<file path="config.mk">
export PLATFORM = sky130hd
export DESIGN_NAME = mkey_press
export DESIGN_NICKNAME = d
export VERILOG_FILES = /design/src/rtl/mkey_press.sv
export SDC_FILE = /design/constraint.sdc
export NUM_CORES = 1
export LEC_CHECK = 0
export CAP_MARGIN = 15
export CORE_MARGIN = 3
export CORE_UTILIZATION = 44
export DETAILED_ROUTE_END_ITERATION = 8
export PLACE_DENSITY = 0.67
export SYNTH_ARGS = -nofsm -noshare
export SYNTH_HDL_FRONTEND = slang
export SYNTH_SLANG_ARGS = --single-unit
export TNS_END_PERCENT = 10
</file>
<file path="constraint.sdc">
create_clock -name clk_100 -period 6.4 [get_ports clk_100]
set_clock_uncertainty 0.1 [all_clocks]
set_input_delay 0.96 -clock clk_100 [delete_from_list [all_inputs] [get_ports clk_100]]
set_output_delay 0.96 -clock clk_100 [all_outputs]
set_load 0.02 [all_outputs]
</file>
<file path="src/rtl/mkey_press.sv">
`default_nettype none
// ============================================================================
// mkey_press: per-channel key debouncer and short/double/long press classifier
// Revision: 1.0
// ============================================================================
module mkey_press #(
    parameter int   NCH       = 4,
    parameter logic ISH       = 1'b0,
    parameter int   TICK_DIV  = 1,
    parameter int   CHECKTIME = 3,
    parameter int   LONGTIME  = 30,
    parameter int   DBLGAP    = 25,
    parameter int   OUTKEEP   = 2
) (
    input  logic             clk_100,
    input  logic             rst_n,
    input  logic [NCH-1:0]   keyin,
    output logic [2*NCH-1:0] keyout,
    output logic [NCH-1:0]   key_evt,
    output logic [NCH-1:0]   key_level
);

    localparam int DBW = $clog2(CHECKTIME + 1);
    localparam int HDW = $clog2(LONGTIME + 1);
    localparam int GPW = (DBLGAP > 0) ? $clog2(DBLGAP + 1) : 1;
    localparam int OKW = (OUTKEEP > 0) ? $clog2(OUTKEEP + 1) : 1;

    localparam logic [DBW-1:0] C_CHECK_M1 = DBW'(CHECKTIME - 1);
    localparam logic [HDW-1:0] C_LONG     = HDW'(LONGTIME);
    localparam logic [GPW-1:0] C_GAP      = GPW'(DBLGAP);
    localparam logic [OKW-1:0] C_KEEP     = OKW'(OUTKEEP);

    localparam logic [2:0] S_IDLE   = 3'd0;
    localparam logic [2:0] S_HELD   = 3'd1;
    localparam logic [2:0] S_GAP    = 3'd2;
    localparam logic [2:0] S_SECOND = 3'd3;
    localparam logic [2:0] S_LWAIT  = 3'd4;

    localparam logic [1:0] EV_NONE   = 2'b00;
    localparam logic [1:0] EV_SHORT  = 2'b01;
    localparam logic [1:0] EV_DOUBLE = 2'b10;
    localparam logic [1:0] EV_LONG   = 2'b11;

    logic tick;

    generate
        if (TICK_DIV <= 1) begin : g_tick_every
            assign tick = 1'b1;
        end else begin : g_tick_div
            localparam int TW = $clog2(TICK_DIV);
            localparam logic [TW-1:0] C_TLAST = TW'(TICK_DIV - 1);
            logic [TW-1:0] pre_q;
            logic [TW-1:0] pre_d;

            always_comb begin
                pre_d = (pre_q == C_TLAST) ? '0 : pre_q + TW'(1);
            end

            always_ff @(posedge clk_100 or negedge rst_n) begin
                if (!rst_n) begin
                    pre_q <= '0;
                end else begin
                    pre_q <= pre_d;
                end
            end

            assign tick = (pre_q == C_TLAST);
        end
    endgenerate

    generate
        for (genvar c = 0; c < NCH; c++) begin : g_ch
            logic [1:0]     sync_q;
            logic           level_q;
            logic           level_d;
            logic [DBW-1:0] db_q;
            logic [DBW-1:0] db_d;
            logic [2:0]     state_q;
            logic [2:0]     state_d;
            logic [HDW-1:0] hold_q;
            logic [HDW-1:0] hold_d;
            logic [GPW-1:0] gap_q;
            logic [GPW-1:0] gap_d;
            logic [OKW-1:0] keep_q;
            logic [OKW-1:0] keep_d;
            logic [1:0]     code_q;
            logic [1:0]     code_d;
            logic           evt_q;

            logic           pressed;
            logic           toggle;
            logic           rise;
            logic           fall;
            logic [HDW-1:0] hold_inc;
            logic [GPW-1:0] gap_inc;
            logic [OKW-1:0] keep_inc;
            logic           hold_reach;
            logic           gap_reach;
            logic           emit;
            logic [1:0]     emit_code;

            assign pressed = ISH ? sync_q[1] : ~sync_q[1];

            // Level flips only after CHECKTIME consecutive disagreeing ticks.
            always_comb begin
                db_d   = db_q;
                toggle = 1'b0;
                if (tick) begin
                    if (pressed == level_q) begin
                        db_d = '0;
                    end else if (db_q >= C_CHECK_M1) begin
                        db_d   = '0;
                        toggle = 1'b1;
                    end else begin
                        db_d = db_q + DBW'(1);
                    end
                end
            end

            assign level_d = level_q ^ toggle;
            assign rise    = toggle & ~level_q;
            assign fall    = toggle & level_q;

            assign hold_inc   = (hold_q == C_LONG) ? hold_q : hold_q + HDW'(1);
            assign gap_inc    = (gap_q == C_GAP) ? gap_q : gap_q + GPW'(1);
            assign keep_inc   = (keep_q == C_KEEP) ? keep_q : keep_q + OKW'(1);
            assign hold_reach = tick && (hold_inc == C_LONG);
            assign gap_reach  = tick && (gap_inc == C_GAP);

            always_ff @(posedge clk_100 or negedge rst_n) begin
                if (!rst_n) begin
                    sync_q  <= {2{~ISH}};
                    level_q <= 1'b0;
                    db_q    <= '0;
                    state_q <= S_IDLE;
                    hold_q  <= '0;
                    gap_q   <= '0;
                    keep_q  <= '0;
                    code_q  <= EV_NONE;
                    evt_q   <= 1'b0;
                end else begin
                    sync_q  <= {sync_q[0], keyin[c]};
                    level_q <= level_d;
                    db_q    <= db_d;
                    state_q <= state_d;
                    hold_q  <= hold_d;
                    gap_q   <= gap_d;
                    keep_q  <= keep_d;
                    code_q  <= code_d;
                    evt_q   <= emit;
                end
            end

            // A long threshold reached on the release clk still reports LONG,
            // but returns straight to IDLE since no further release will come.
            always_comb begin
                state_d = state_q;
                hold_d  = hold_q;
                gap_d   = gap_q;
                case (state_q)
                    S_IDLE: begin
                        if (rise) begin
                            state_d = S_HELD;
                            hold_d  = '0;
                        end
                    end
                    S_HELD: begin
                        if (tick) hold_d = hold_inc;
                        if (hold_reach) begin
                            state_d = fall ? S_IDLE : S_LWAIT;
                        end else if (fall) begin
                            if (DBLGAP == 0) begin
                                state_d = S_IDLE;
                            end else begin
                                state_d = S_GAP;
                                gap_d   = '0;
                            end
                        end
                    end
                    S_GAP: begin
                        if (tick) gap_d = gap_inc;
                        if (rise) begin
                            state_d = S_SECOND;
                            hold_d  = '0;
                        end else if (gap_reach) begin
                            state_d = S_IDLE;
                        end
                    end
                    S_SECOND: begin
                        if (tick) hold_d = hold_inc;
                        if (hold_reach) begin
                            state_d = fall ? S_IDLE : S_LWAIT;
                        end else if (fall) begin
                            state_d = S_IDLE;
                        end
                    end
                    S_LWAIT: begin
                        if (fall) state_d = S_IDLE;
                    end
                    default: state_d = S_IDLE;
                endcase
            end

            always_comb begin
                emit      = 1'b0;
                emit_code = EV_NONE;
                case (state_q)
                    S_HELD: begin
                        if (hold_reach) begin
                            emit      = 1'b1;
                            emit_code = EV_LONG;
                        end else if (fall && (DBLGAP == 0)) begin
                            emit      = 1'b1;
                            emit_code = EV_SHORT;
                        end
                    end
                    S_GAP: begin
                        if (!rise && gap_reach) begin
                            emit      = 1'b1;
                            emit_code = EV_SHORT;
                        end
                    end
                    S_SECOND: begin
                        if (hold_reach) begin
                            emit      = 1'b1;
                            emit_code = EV_LONG;
                        end else if (fall) begin
                            emit      = 1'b1;
                            emit_code = EV_DOUBLE;
                        end
                    end
                    default: begin
                        emit      = 1'b0;
                        emit_code = EV_NONE;
                    end
                endcase
            end

            // A new emit overwrites the held code and restarts the hold time.
            always_comb begin
                code_d = code_q;
                keep_d = keep_q;
                if (emit) begin
                    code_d = emit_code;
                    keep_d = '0;
                end else if (code_q != EV_NONE) begin
                    if (OUTKEEP == 0) begin
                        code_d = EV_NONE;
                    end else if (tick) begin
                        keep_d = keep_inc;
                        if (keep_inc == C_KEEP) begin
                            code_d = EV_NONE;
                            keep_d = '0;
                        end
                    end
                end
            end

            assign keyout[2*c +: 2] = code_q;
            assign key_evt[c]       = evt_q;
            assign key_level[c]     = level_q;
        end
    endgenerate

endmodule
`default_nettype wire

</file>
==> results.sh, run 1 <==
export IMPL_status="completed"
export IMPL_hold_path_class="reg2reg"
export IMPL_combPwrFrac=0.352
export IMPL_vias=4203
export IMPL_period_share=0.3823
export IMPL_leakage_uw=0.002587
export IMPL_holdBufCountCts=0
export IMPL_dpl_cell_count=722
export IMPL_synth_area_um2=5425
export IMPL_clk_latency_ns=0.35
export IMPL_grt_pass1_vias=4063
export IMPL_drtIter0Drc=350
export IMPL_root_buffer="clkbuf_16"
export IMPL_ys_seq_area_frac=0.4262
export IMPL_multi_input_area_um2=2773
export IMPL_area_growth_pct=9.525
export IMPL_power_density_nw_per_um2=408.4
export IMPL_cp_max_fo=4
export IMPL_drc=0
export IMPL_critical_path_endpoint_type="primary output"
export IMPL_hpwl_um=7180
export IMPL_slew_headroom=0.4479
export IMPL_fp_row_count=39
export IMPL_grt_overflow=0
export IMPL_crit_family="buffers and inverters"
export IMPL_antenna_found_initial=0
export IMPL_path_class="reg2out"
export IMPL_async_flop_share=1.000
export IMPL_cts_made_buffers=9
export IMPL_synth_cell_type_count=65
export IMPL_avgSynthCellArea_um2=9.164
export IMPL_synth_top_cell_by_area="dfrtp_1"
export IMPL_drtPass1Iterations=5
export IMPL_slowest_delay_ns=0.63
export IMPL_path_buf_inv=1
export IMPL_fin_cells=738
export IMPL_fin_tns_setup_ns=0
export IMPL_place_congestion=0.8471
export IMPL_power_frac_seq=0.427
export IMPL_clk_pin_slew_ns=0.07
export IMPL_cp_start_kind="flip-flop"
export IMPL_routed_wirelength_um=10220
export IMPL_cts_tree="built"
export IMPL_die_y_um=117.0
export IMPL_rsz0062_at_grt="false"
export IMPL_drive_above_1_share=0.08067
export IMPL_n_fill_cell=1116
export IMPL_initial_core_util=0.4632
export IMPL_port_buffers=21
export IMPL_clock_sinks=92
export IMPL_synth_edf_count=0
export IMPL_viasPerCell=5.695
export IMPL_synth_nets=626
export IMPL_hold_viol_final=0
export IMPL_ys_ff_latch=92
export IMPL_worst_pin_slew_ns=0.8263
export IMPL_ios=22
export IMPL_track_usage=0.1658
export IMPL_clockBufferDepth=2
export IMPL_clkPwrFrac=0.220
export IMPL_p_sw_frac=0.3975
export IMPL_yosysWarnings=0
export IMPL_synth_top_cell_area_share=0.3875
export IMPL_wl_per_cell_um=13.85
export IMPL_antennaDiodeCount=0
export IMPL_coreArea_um2=11710
export IMPL_drv_cap=0
export IMPL_grt_max_degree=68
export IMPL_regArea_um2=2312
export IMPL_finalMaxSlewViolations=0
export IMPL_switchingPower_uw=964.6
export IMPL_die_w_um=117.0
export IMPL_crit_chain="clkdlybuf4s50_1"
export IMPL_arrival_ns=1.39
export IMPL_synth_main_ff_cell="dfrtp_1"
export IMPL_syn_inst=592
export IMPL_dieArea_um2=13700
export IMPL_antenna_left=0
export IMPL_cts_htree_levels=3
export IMPL_p_total_uw=2427
export IMPL_min_period_ns=2.447
export IMPL_required_ns=5.34
export IMPL_synth_most_common_cell="dfrtp_1"
export IMPL_max_freq_mhz=408.7
export IMPL_synth_common_cells="dfrtp_1, nand2_1, inv_1"
export IMPL_grt_pass1_wl_um=18490
export IMPL_ir_worst_vdd_mv=0.2014
export IMPL_ys_top_cells_by_area="dfrtp_1, ha_1, dfstp_2, nand2_1, a21oi_1"
export IMPL_intPower_uw=1462
export IMPL_post_cts_setup_buffers=0
export IMPL_cp_slowest_cell="clkdlybuf4s50_1"
export IMPL_layout_nets=624
export IMPL_setup_viol=0
export IMPL_ctsResizeCount=0
## metal layers
metal  GRT usage  wire [um]  up-vias
met1      0.2138       4816     2007
met2      0.2711       4889       75
met4     0.05199        140        0
met3     0.04730        374       13
met5           0          0        -
li1            -          -     2108
## kinds of logic after synthesis
family                     after synthesis  share of synthesized area
adders and majority gates               28                    0.06458
AOI/OAI and AO/OA                      139                     0.1755
muxes                                   11                    0.02145
xor gates and xnor gates                11                    0.01776
and+or+nand+nor                        233                     0.2318
DFF                                     92                     0.4262
buffers and inverters                   78                    0.06273
## state kept, by name, summed over array words and instances, names as in the netlist
register      count
g_ch.gap_q       20
g_ch.db_q         8
g_ch.sync_q       8
g_ch.hold_q      20
g_ch.level_q      4
g_ch.evt_q        4
g_ch.keep_q       8
g_ch.code_q       8
g_ch.state_q     12
## through the flow
step	instance area [um^2]	setup WS, ns	hold slack, ns	utilization
2_1_floorplan	5425	4.254	0.2452	-
5_1_grt	5942	3.783	0.2509	0.5074
4_1_cts	5942	3.921	0.2512	0.5074
3_5_place_dp	5640	4.043	0.2475	0.4816
6_report	5942	3.953	0.2506	0.5074
3_3_place_gp	5640	4.123	0.2464	0.4816
## power by group through the flow
| stage | logic, uW | clock network (uW) | registers, uW |
|---|---|---|---|
| floorplan | 803 | 0 | 897 |
| global placement | 823 | 0 | 1030 |
| detailed placement | 857 | 0 | 1040 |
| CTS | 861 | 555 | 1030 |
| global route | 990 | 578 | 1080 |
| finish | 855 | 535 | 1040 |
## cells in the final DEF (no fill, tap or decap), types with 5 or more instances in the layout
cell type,synthesis,routed
dfrtp_1,84,84
nand2_1,56,56
inv_1,43,43
nor2_1,41,41
a21oi_1,37,37
ha_1,28,28
nand3_1,22,22
o21ai_0,22,22
clkdlybuf4s50_1,0,20
nor2b_1,18,18
nor3_1,15,15
nand2b_1,13,13
a31oi_1,12,12
nand4_1,11,11
and3_1,9,9
clkbuf_16,0,9
xor2_1,8,8
dfstp_2,8,8
nor3b_1,7,7
a22o_1,7,7
mux2i_1,6,6
nand3b_1,6,6
o211ai_1,6,6
mux2_2,5,5
a41oi_1,5,5
and4b_1,5,5
a31o_2,5,5
o22ai_1,5,5
## final cells by class
class | instances | area share
multi-input combinational | 422 | 0.4666
sequential | 92 | 0.3891
clock buffer | 9 | 0.03790
timing repair buffer | 22 | 0.03622
tap | 143 | 0.03011
inverter | 43 | 0.02716
clock inverter | 7 | 0.01284
## path summary, 6_finish.rpt
| kind | from | endpoint | slack, ns | depth (start not counted) |
|---|---|---|---|---|
| setup / recovery | g_ch[2].level_q | key_level[2] | 3.95 | 1 |
| hold / removal | g_ch[2].sync_q[0] | g_ch[2].sync_q[1] | 0.25 | 0 |
| setup reg to reg | g_ch[0].hold_q[0] | g_ch[0].keep_q[1] | 4.02 | 7 |
| hold reg to reg | g_ch[2].sync_q[0] | g_ch[2].sync_q[1] | 0.25 | 0 |
| max in group asynchronous | rst_n | g_ch[3].gap_q[1] | 4.65 | 2 |
| min in group asynchronous | rst_n | g_ch[1].gap_q[0] | 0.42 | 1 |
(Power assumes the default switching activity.)
==> run 2: changes to the inputs <==
Settings changed: PLACE_DENSITY 0.67 to 0.69.
Clock period 6.4 ns to 2.15 ns, I/O delays scaled along.
==> run 2 against run 1 <==
  * Final area grew 8.3%
  * Via count increased by 6.2%
  * Sequential share of layout area fell by 3.0 points
==> results.sh, run 2 (synthesis results as in run 1) <==
export IMPL_status="completed"
export IMPL_hold_viol_final=0
export IMPL_critical_path_endpoint_type="flip-flop"
export IMPL_initial_core_util=0.4632
export IMPL_worst_pin_slew_ns=0.5387
export IMPL_path_class="reg2reg"
export IMPL_root_buffer="clkbuf_16"
export IMPL_path_buf_inv=0
export IMPL_port_buffers=21
export IMPL_clk_latency_ns=0.35
export IMPL_vias=4464
export IMPL_hp_start="g_ch[1].sync_q[0]"
export IMPL_grt_pass1_vias=4258
export IMPL_track_usage=0.1695
export IMPL_largestRegisters="g_ch.gap_q x20, g_ch.hold_q x20, g_ch.state_q x12"
export IMPL_r2r_cells=6
export IMPL_fp_row_count=39
export IMPL_cts_tree="built"
export IMPL_min_period_ns=2.083
export IMPL_cp_max_fo=5
export IMPL_place_ws_ns=-0.05699
export IMPL_required_ns=2.31
export IMPL_leakage_uw=0.002832
export IMPL_drive_above_1_share=0.1844
export IMPL_hold_slack_ns=0.2548
export IMPL_arrival_ns=2.24
export IMPL_ios=22
export IMPL_path_depth=6
export IMPL_power_density_nw_per_um2=1238
export IMPL_hold_path_depth=0
export IMPL_drtIter0Drc=316
export IMPL_final_common_cell="dfrtp_1"
export IMPL_coreArea_um2=11710
export IMPL_antenna_found_initial=0
export IMPL_r2r_end="g_ch[3].gap_q[2]"
export IMPL_finalMaxSlewViolations=0
export IMPL_clockBufferDepth=2
export IMPL_layout_nets=669
export IMPL_setup_viol=0
export IMPL_antennaDiodeCount=0
export IMPL_max_freq_mhz=480.1
export IMPL_clk_pin_slew_ns=0.06
export IMPL_drtPass1Iterations=4
export IMPL_drc=0
export IMPL_clock_sinks=92
export IMPL_period_share=0.9689
export IMPL_dieArea_um2=13700
export IMPL_wl_per_cell_um=14.07
export IMPL_slew_headroom=0.6401
export IMPL_routed_wirelength_um=11020
export IMPL_hold_path_class="reg2reg"
export IMPL_r2r_start="g_ch[3].hold_q[1]"
export IMPL_ir_worst_vdd_mv=0.6696
export IMPL_cp_start_kind="flip-flop"
export IMPL_timing_final_ws_setup_ns=0.06694
export IMPL_grt_overflow=0
export IMPL_slowest_delay_ns=0.41
export IMPL_area_growth_pct=18.66
export IMPL_cts_made_buffers=9
export IMPL_drv_cap=0
export IMPL_grt_pass1_wl_um=18860
export IMPL_die_y_um=117.0
export IMPL_cp_slowest_cell="dfrtp_1"
export IMPL_place_congestion=0.9186
export IMPL_hpwl_um=7552
export IMPL_antenna_left=0
export IMPL_crit_chain="ha_2 > and3_4 > a211o_1 > a311o_1 > and4b_4 > o31ai_2"
export IMPL_crit_family="compound AO/OA/AOI/OAI gates"
export IMPL_cts_htree_levels=3
export IMPL_mostFrequentLayoutCells="dfrtp_1, nand2_1, buf_4"
export IMPL_grt_max_degree=93
export IMPL_r2r_slack_ns=0.07
export IMPL_holdPathEnd="g_ch[1].sync_q[1]"
export IMPL_die_w_um=117.0
export IMPL_viasPerCell=5.701
[run 2: cell count changes in the layout (fill, tap and decap cells not counted), sizes merged]
cell	change
inv	-1
bufinv	+1
dlygate4sd3	+1
clkinvlp	+1
clkinv	-2
clkbuf	+1
buf	+44
[run 2: worst max-delay path by stage]
stage	to	from	slack [ns]
2_1_floorplan	g_ch[3].keep_q[1]	g_ch[3].hold_q[0]	0.004
3_3_place_gp	g_ch[3].keep_q[1]	g_ch[3].hold_q[0]	0.03
3_5_place_dp	g_ch[3].keep_q[1]	g_ch[3].hold_q[0]	-0.06
4_1_cts	g_ch[2].keep_q[1]	g_ch[2].sync_q[1]	0.01
5_1_grt	g_ch[0].keep_q[0]	g_ch[0].gap_q[1]	-0.01
6_report	g_ch[3].gap_q[2]	g_ch[3].hold_q[1]	0.07
[run 2: final cells by class]
| cell class | instances | area, um^2 |
|---|---|---|
| well taps | 143 | 178.9 |
| inverters | 43 | 161.4 |
| multi-input cells | 422 | 2885 |
| clock inverters | 6 | 87.58 |
| clock buffers | 10 | 239.0 |
| flip-flops and latches | 92 | 2313 |
| repair buffers | 67 | 571.8 |
| fillers | 1038 | 5274 |
[run 2: what timing repair did]
action | in CTS | in global routing
buffers inserted | 0 | 5
gates resized for setup | 2 | 34
gates cloned | 0 | 0
setup endpoints to repair | 3 | 39
hold buffers | 1 | 0
endpoints found under the hold margin | 84 | 0
pin swaps | 1 | 8
[run 2: per-stage QoR]
stage / TNS [ns] / utilization / std cells / total power, uW / instance area (um^2)
floorplan: 0 / - / 592 / 5059 / 5425
global placement: 0 / 0.5077 / 761 / 5867 / 5946
detailed placement: -0.08826 / 0.5077 / 761 / 6041 / 5946
CTS: 0 / 0.5371 / 778 / 7827 / 6290
global route: -0.04474 / 0.5497 / 783 / 8603 / 6437
finish: 0 / 0.5497 / 783 / 7967 / 6437
[run 2: report_power, final]
part	switching (uW)	internal (uW)
Sequential	643	2260
Combinational	1740	1610
Clock	673	1050
Total	3050	4910
[run 2: worst reg2reg max path, cell delays in order (launching register included)]
cell and delay, ns:
dfrtp_1 0.41, ha_2 0.22, and3_4 0.18, a211o_1 0.24, a311o_1 0.36, and4b_4 0.27
o31ai_2 0.21
[run 2: metal layers]
layer  up-vias  routed length, um  track usage
met5         -                  0            0
met4         0                158      0.06651
met3        15                407      0.03907
met2        82               5355       0.2806
met1      2169               5098       0.2157
li1       2198                  -            -
